--- src/rtl/seg7_scan_reader.sv ---
// Loop-back reader for an active-low, time-multiplexed 7-segment bus: recovers the BCD digit per position.
// Optional feature macro: SEG7_READER_BLANK_EN (all-segments-off pattern captures as a legal 4'hF).
module seg7_scan_reader #(
    parameter int N_DIGITS = 4,
    parameter int SETTLE   = 4
) (
    input  logic                    clk,
    input  logic                    rst,
    input  logic [N_DIGITS-1:0]     an_n,
    input  logic [6:0]              seg_n,
    input  logic                    err_clr,
    output logic [4*N_DIGITS-1:0]   digits,
    output logic [N_DIGITS-1:0]     digit_valid,
    output logic                    err,
    output logic                    frame_done
);

    localparam int CW = (SETTLE < 2) ? 1 : $clog2(SETTLE + 1);
    localparam logic [CW-1:0] C_MAX = CW'(SETTLE);
    localparam logic [CW-1:0] C_ARM = CW'(SETTLE - 1);

    logic [N_DIGITS-1:0]   r_an;
    logic [N_DIGITS-1:0]   r_an_d;
    logic [6:0]            r_seg;
    logic [6:0]            r_seg_d;
    logic [CW-1:0]         r_cnt;
    logic [4*N_DIGITS-1:0] r_digits;
    logic [N_DIGITS-1:0]   r_valid;
    logic [N_DIGITS-1:0]   r_seen;
    logic                  r_err;
    logic                  r_frame;

    logic                  w_stable;
    logic                  w_an_legal;
    logic                  w_cap;
    logic                  w_seg_ok;
    logic [3:0]            w_val;
    logic [N_DIGITS-1:0]   w_sel;
    logic [N_DIGITS-1:0]   w_seen_nx;

    assign w_sel      = ~r_an;
    assign w_stable   = (r_an == r_an_d) && (r_seg == r_seg_d);
    assign w_an_legal = $onehot(w_sel);
    // Fires only on the SETTLE-1 -> SETTLE step, so one capture per stable interval.
    assign w_cap      = w_stable && (r_cnt == C_ARM) && w_an_legal;
    assign w_seen_nx  = r_seen | w_sel;

    always_comb begin
        w_val    = '0;
        w_seg_ok = 1'b1;
        case (r_seg)
            7'h40:   w_val = 4'd0;
            7'h79:   w_val = 4'd1;
            7'h24:   w_val = 4'd2;
            7'h30:   w_val = 4'd3;
            7'h19:   w_val = 4'd4;
            7'h12:   w_val = 4'd5;
            7'h02:   w_val = 4'd6;
            7'h78:   w_val = 4'd7;
            7'h00:   w_val = 4'd8;
            7'h10:   w_val = 4'd9;
`ifdef SEG7_READER_BLANK_EN
            7'h7F:   w_val = 4'hF;
`endif
            default: w_seg_ok = 1'b0;
        endcase
    end

    // Stability is judged on the registered bus against its own previous sample.
    always_ff @(posedge clk or posedge rst) begin
        if (rst) begin
            r_an    <= '1;
            r_seg   <= '1;
            r_an_d  <= '1;
            r_seg_d <= '1;
            r_cnt   <= '0;
        end else begin
            r_an    <= an_n;
            r_seg   <= seg_n;
            r_an_d  <= r_an;
            r_seg_d <= r_seg;
            if (!w_stable)
                r_cnt <= '0;
            else if (r_cnt != C_MAX)
                r_cnt <= r_cnt + CW'(1);
        end
    end

    always_ff @(posedge clk or posedge rst) begin
        if (rst) begin
            r_digits <= '0;
            r_valid  <= '0;
            r_seen   <= '0;
            r_err    <= 1'b0;
            r_frame  <= 1'b0;
        end else begin
            r_frame <= 1'b0;
            if (w_cap) begin
                for (int unsigned i = 0; i < N_DIGITS; i++) begin
                    if (w_sel[i]) begin
                        if (w_seg_ok) begin
                            r_digits[4*i +: 4] <= w_val;
                            r_valid[i]         <= 1'b1;
                        end else begin
                            r_valid[i]         <= 1'b0;
                        end
                    end
                end
                if (w_seen_nx == '1) begin
                    r_frame <= 1'b1;
                    r_seen  <= '0;
                end else begin
                    r_seen  <= w_seen_nx;
                end
            end
            if (w_cap && !w_seg_ok)
                r_err <= 1'b1;
            else if (err_clr)
                r_err <= 1'b0;
        end
    end

    assign digits      = r_digits;
    assign digit_valid = r_valid;
    assign err         = r_err;
    assign frame_done  = r_frame;

endmodule

--- config.mk ---
export PLATFORM = sky130hd
export DESIGN_NAME = seg7_scan_reader
export DESIGN_NICKNAME = d
export VERILOG_FILES = /design/src/rtl/seg7_scan_reader.sv
export SDC_FILE = /design/constraint.sdc
export NUM_CORES = 1
export LEC_CHECK = 0
export BUFFER_PORTS_ARGS = -buffer_cell sky130_fd_sc_hd__buf_4
export CAP_MARGIN = 20
export CORE_UTILIZATION = 45
export DETAILED_ROUTE_END_ITERATION = 12
export MAX_ROUTING_LAYER = met4
export PLACE_DENSITY_LB_ADDON = 0.15
export SYNTH_ARGS = -nofsm -noshare
export SYNTH_HDL_FRONTEND = slang
export SYNTH_SLANG_ARGS = --single-unit
export TNS_END_PERCENT = 5
--- constraint.sdc ---
create_clock -name clk -period 3.4 [get_ports clk]
set_input_delay 0.17 -clock clk [delete_from_list [all_inputs] [get_ports clk]]
set_output_delay 0.17 -clock clk [all_outputs]
set_load 0.01 [all_outputs]
==> flow_metrics.env, run 1 <==
export IMPL_postCtsSetupRepairBufs=0
export IMPL_grt_met3_usage=0.0444
export IMPL_syn_inst=176
export IMPL_cts_root_buf="clkbuf_8"
export IMPL_ys_async_sr_fraction=1.00
export IMPL_max_stage_delay_ns=0.61
export IMPL_clock_sinks=51
export IMPL_clkLatencyLatePin_ns=0.30
export IMPL_hold_class="primary input to flop"
export IMPL_drt_iter0_markers=64
export IMPL_grt_pass1_vias=1509
export IMPL_worstPathMaxFanout=6
export IMPL_yosysTopAreaCell="dfrtp_1"
export IMPL_tritoncts="yes"
export IMPL_globalplace_congestion=0.878
export IMPL_clock_path_buffers=2
export IMPL_wl_mm=4.34
export IMPL_cts_buffers=5
export IMPL_vias=1526
export IMPL_die_h_um=72.6
export IMPL_antenna_found_initial=0
export IMPL_synthesis_area_sq_mm=0.00224
export IMPL_synthDistinctLibCells=41
export IMPL_crit_path_frequent_cell="ha_1"
export IMPL_period_needed_ns=3.13
export IMPL_worst_slack_ns=0.274
export IMPL_synth_nets=196
export IMPL_slew_headroom=0.549
export IMPL_dr_pass1_iters=4
export IMPL_post_route_util=0.587
export IMPL_crit_type="flop to flop"
export IMPL_max_freq_ghz=0.320
export IMPL_post_drt_wl_per_cell_um=14.7
export IMPL_nFillCells=411
export IMPL_synthFlopType="dfrtp_1"
export IMPL_multi_input_area_sq_um=842
export IMPL_clock_skew_final_ns=0.00703
export IMPL_cp_slowest_cell="dfstp_2"
export IMPL_synth_seq_area_share=0.582
export IMPL_maxCapViolCount=0
export IMPL_rsz0062_at_grt="false"
export IMPL_die_width_um=72.6
export IMPL_drive_gt1_frac=0.342
export IMPL_p_leak_nw=1.32
export IMPL_ys_warn_count=0
export IMPL_status="complete, no violations"
export IMPL_port_buffers=35
export IMPL_avgSynthCellArea_sq_um=12.7
export IMPL_cp_end_kind="flop"
export IMPL_diodes=0
export IMPL_layout_nets=247
export IMPL_critPathArrivalTime_ns=3.32
export IMPL_clkTransAtPathRegs_ns=0.09
export IMPL_dp_hpwl_mm=3.16
export IMPL_overflow=0
export IMPL_worstPathCellList="fa_1, inv_1, ha_1, ha_1, or4bb_1, nor2_1, nand4_1, a21oi_2, mux2_1"
export IMPL_worstPathRequired_ns=3.59
export IMPL_grt_pass1_wl_mm=7.18
export IMPL_initial_core_util=0.471
export IMPL_drc=0
export IMPL_power_density_mw_per_mm2=388
export IMPL_grt_use_total=0.189
export IMPL_die_area_sq_mm=0.00527
export IMPL_grt_max_degree=52
export IMPL_use_met2=0.308
export IMPL_rows=25
export IMPL_synth_top_cell_area_share=0.324
export IMPL_vdd_ir_drop_max_mv=0.223
export IMPL_core_sq_mm=0.00475
export IMPL_ys_ff_latch=51
export IMPL_routed_via_density=5.17
export IMPL_slew_violations=0
export IMPL_htree_num_levels=2
export IMPL_grt_busiest_layer="met2"
export IMPL_hold_viol_final=0
export IMPL_crit_path_start_kind="flop"
export IMPL_setup_viol=0
export IMPL_seq_area_sq_mm=0.00130
export IMPL_use_met1=0.228
export IMPL_layout_cells_most_common="buf_4"
export IMPL_area_growth_pct=24.6
export IMPL_ant_nets=0
export IMPL_synth_edf_count=0
export IMPL_pin_count=36
export IMPL_fin_crit_sh=0.919
export IMPL_worst_pin_slew_ns=0.676
export IMPL_layout_common_cells="buf_4, dfrtp_1, dfstp_2, inv_1"
export IMPL_final_setup_tns_ns=0
export IMPL_pre_cts_slack_ns=0.285
export IMPL_netlist_top_cells_area="dfrtp_1, dfstp_2, xor2_1"
==> metrics by stage <==
stage / hold WS [ns] / cell area (sq um) / power [mW] / instances
2_1_floorplan: 0.174 / 2240 / 0.706 / 176
3_3_place_gp: 0.278 / 2560 / 0.726 / 274
3_5_place_dp: 0.280 / 2560 / 0.731 / 274
4_1_cts: 0.0403 / 2760 / 1.09 / 293
5_1_grt: 0.0320 / 2790 / 1.13 / 295
6_report: 0.0456 / 2790 / 1.08 / 295
==> layout make-up <==
type,count,area share
multi-input cells,104,0.302
clock inverters,1,0.00179
flip-flops and latches,51,0.467
well taps,67,0.0300
inverters,16,0.0215
clock buffers,7,0.0309
repair buffers,49,0.147
==> state kept, by name, summed over array words and instances, names as in the netlist <==
register	flops
digits	16
r_seg_d	7
digit_valid	4
err	1
r_seen	4
r_cnt	3
r_an	4
r_seg	7
frame_done	1
r_an_d	4
==> power by group <==
group	total, mW	switching, mW	internal, mW	leakage (nW)
Sequential	0.650	0.0194	0.631	0.637
Combinational	0.0823	0.0424	0.0398	0.634
Clock	0.350	0.186	0.164	0.0482
Total	1.08	0.247	0.835	1.32
==> cells by family after synthesis <==
family	Yosys count	synth area share
muxes	9	0.0447
adders and majority gates	6	0.0369
xor gates and xnor gates	13	0.0508
buffers and inverters	21	0.0424
DFF	51	0.582
and+or+nand+nor	39	0.126
AOI/OAI and AO/OA	37	0.117
==> worst paths after layout <==
check / from / endpoint / slack [ns] / cells after the start
max in group asynchronous: rst / r_seg_d[5] / 2.48 / 4
min: err_clr / err / 0.05 / 2
max: r_an[1] / digits[15] / 0.27 / 9
min reg2reg: r_an[3] / r_an_d[3] / 0.42 / 0
min in group asynchronous: rst / r_seen[1] / 0.37 / 3
max reg2reg: r_an[1] / digits[15] / 0.27 / 9
==> synth_stat cells (2+ instances only) <==
master	number
a21oi_2	4
inv_1	16
ha_1	5
clkbuf_1	2
o21a_1	5
xnor2_1	2
nor3b_1	3
nand2_1	3
nand2b_1	4
nor4_1	2
nand3_1	3
a21o_1	5
a21oi_1	2
xor2_1	11
o22ai_1	3
nor2_1	9
dfrtp_1	29
buf_6	2
dfstp_2	22
nor4_4	2
o21ai_0	12
mux2_1	8
nand4_1	4
==> timing repair <==
action                                 CTS  global route
setup endpoints to repair                0             0
resized for setup                        0             0
hold buffers                            11             1
endpoints found under the hold margin   11            10
==> per-layer routing <==
layer / wire [um] / up-vias
met5: 0 / -
met4: 74 / 0
met3: 200 / 7
met2: 2210 / 60
met1: 1860 / 746
li1: - / 713
==> critical path, delay by kind of cell (launching register included) <==
kind	cells	cell delay, ns
fa+ha+maj	3	0.80
simple gates	3	0.92
compound gates	1	0.27
flops	1	0.61
buf+inv	1	0.07
mux	1	0.34
No activity file was read; power rests on OpenSTA's default activity.
==> run 2: changes to the inputs <==
Settings changed: PLACE_DENSITY from default to 0.66, PLACE_DENSITY_LB_ADDON 0.15 to default.
Clock period 3.4 ns to 2.9 ns, I/O delays scaled along.
==> flow_metrics.env, run 2 (synthesis gave the netlist of run 1 again) <==
export IMPL_grt_use_total=0.190
export IMPL_pwr_share_seq=0.606
export IMPL_crit_type="flop to flop"
export IMPL_fin_area_sq_mm=0.00293
export IMPL_die_width_um=72.6
export IMPL_clock_skew_final_ns=0.0110
export IMPL_setup_viol=4
export IMPL_grt_pass1_wl_mm=7.20
export IMPL_diodes=0
export IMPL_rows=25
export IMPL_drc=0
export IMPL_netSwitchingFraction=0.233
export IMPL_worstPathRequired_ns=3.09
export IMPL_clkLatencyLatePin_ns=0.30
export IMPL_dp_hpwl_mm=3.17
export IMPL_drt_iter0_markers=56
export IMPL_maxCapViolCount=0
export IMPL_critPathArrivalTime_ns=3.13
export IMPL_total_power_mw=1.25
export IMPL_clock_sinks=51
export IMPL_post_drt_wl_per_cell_um=14.0
export IMPL_vdd_ir_drop_max_mv=0.244
export IMPL_hold_class="primary input to flop"
export IMPL_cts_buffers=5
export IMPL_pre_cts_slack_ns=-0.0296
export IMPL_grt_pass1_vias=1570
export IMPL_period_needed_ns=2.94
export IMPL_post_dp_cell_area_sq_mm=0.00264
export IMPL_overflow=0
export IMPL_vias=1530
export IMPL_max_freq_ghz=0.340
export IMPL_core_sq_mm=0.00475
export IMPL_cp_end_kind="flop"
export IMPL_largest_register_ffs=16
export IMPL_power_density_mw_per_mm2=428
export IMPL_nFillCells=413
export IMPL_cts_root_buf="clkbuf_8"
export IMPL_tritoncts="yes"
export IMPL_p_int_uw=960
export IMPL_clkTransAtPathRegs_ns=0.09
export IMPL_p_leak_nw=1.37
export IMPL_htree_num_levels=2
export IMPL_worstPathMaxFanout=5
export IMPL_initial_core_util=0.471
export IMPL_die_area_sq_mm=0.00527
export IMPL_layout_common_cells="buf_4, dfrtp_1, dfstp_2, inv_1, dlygate4sd3_1"
export IMPL_slew_violations=0
export IMPL_globalplace_congestion=0.763
export IMPL_comb_power_share=0.085
export IMPL_clock_power_share=0.308
export IMPL_port_buffers=35
export IMPL_grt_max_degree=52
export IMPL_routed_via_density=4.97
export IMPL_layout_cells_most_common="buf_4"
export IMPL_antenna_found_initial=0
export IMPL_drive_gt1_frac=0.419
export IMPL_crit_path_start_kind="flop"
export IMPL_status="finished, violations left"
export IMPL_layout_nets=260
export IMPL_p_sw_uw=292
export IMPL_slew_headroom=0.586
export IMPL_hold_viol_final=0
export IMPL_worst_pin_slew_ns=0.620
export IMPL_pin_count=36
export IMPL_violations="negative setup slack"
export IMPL_fin_crit_sh=1.01
export IMPL_area_growth_pct=30.7
export IMPL_wl_mm=4.32
export IMPL_die_h_um=72.6
export IMPL_clock_path_buffers=2
export IMPL_ant_nets=0
export IMPL_worst_slack_ns=-0.0387
export IMPL_dr_pass1_iters=4
export IMPL_rsz0062_at_grt="true"
run 2: per-layer routing:
layer | part of all wire | up-vias | wire [um] | GRT usage
met5 | 0 | - | 0 | -
met4 | 0.012 | 0 | 51 | 0.0654
met3 | 0.026 | 5 | 111 | 0.0375
met2 | 0.54 | 29 | 2350 | 0.333
met1 | 0.42 | 762 | 1810 | 0.216
li1 | - | 734 | - | -
run 2: critical path, stage by stage, from the launching register on:
cell	delay [ns]
dfstp_2	0.56
fa_1	0.42
inv_1	0.07
ha_2	0.18
ha_4	0.19
or4bb_4	0.56
nor2_2	0.13
nand4_1	0.15
a21oi_2	0.25
mux2_4	0.33
run 2: power groups by stage:
stage / clock network (mW) / registers, mW / logic [mW]
finish: 0.386 / 0.759 / 0.107
global route: 0.434 / 0.762 / 0.118
CTS: 0.404 / 0.759 / 0.100
detailed placement: 0 / 0.772 / 0.0873
global placement: 0 / 0.770 / 0.0834
floorplan: 0 / 0.763 / 0.0655
run 2: worst paths after layout:
check                      cells after the start         end     from  slack, ns
min reg2reg                                    0   r_an_d[2]  r_an[2]       0.39
max reg2reg                                    9   digits[7]  r_an[3]      -0.04
min                                            2         err  err_clr       0.03
min in group asynchronous                      3         err      rst       0.37
max                                            9   digits[7]  r_an[3]      -0.04
max in group asynchronous                      4  r_seg_d[5]      rst       1.96
run 2: cell type report:
class	count	area, sq um	share of cell area
Multi-Input combinational cell	104	883	0.302
Inverter	16	60.1	0.0205
Clock inverter	2	12.5	0.00427
Tap cell	67	83.8	0.0286
Sequential cell	51	1300	0.445
Timing Repair Buffer	62	512	0.175
Clock buffer	6	72.6	0.0248
run 2: through the flow:
stage	utilization	cells	hold slack [ns]	setup TNS [ns]
5_1_grt	0.616	308	0.0208	-0.973
4_1_cts	0.601	306	0.0160	-0.0499
3_3_place_gp	0.556	285	0.253	0
2_1_floorplan	-	176	0.149	0
3_5_place_dp	0.556	285	0.254	-0.119
6_report	0.616	308	0.0264	-0.0775
run 2: timing repair:
| item | CTS | global route |
|---|---|---|
| resized for setup | 1 | 13 |
| hold endpoints to repair | 11 | 12 |
| setup buffers | 2 | 0 |
| hold buffers | 11 | 1 |
| pin swaps | 0 | 4 |
| setup endpoints to repair | 10 | 21 |
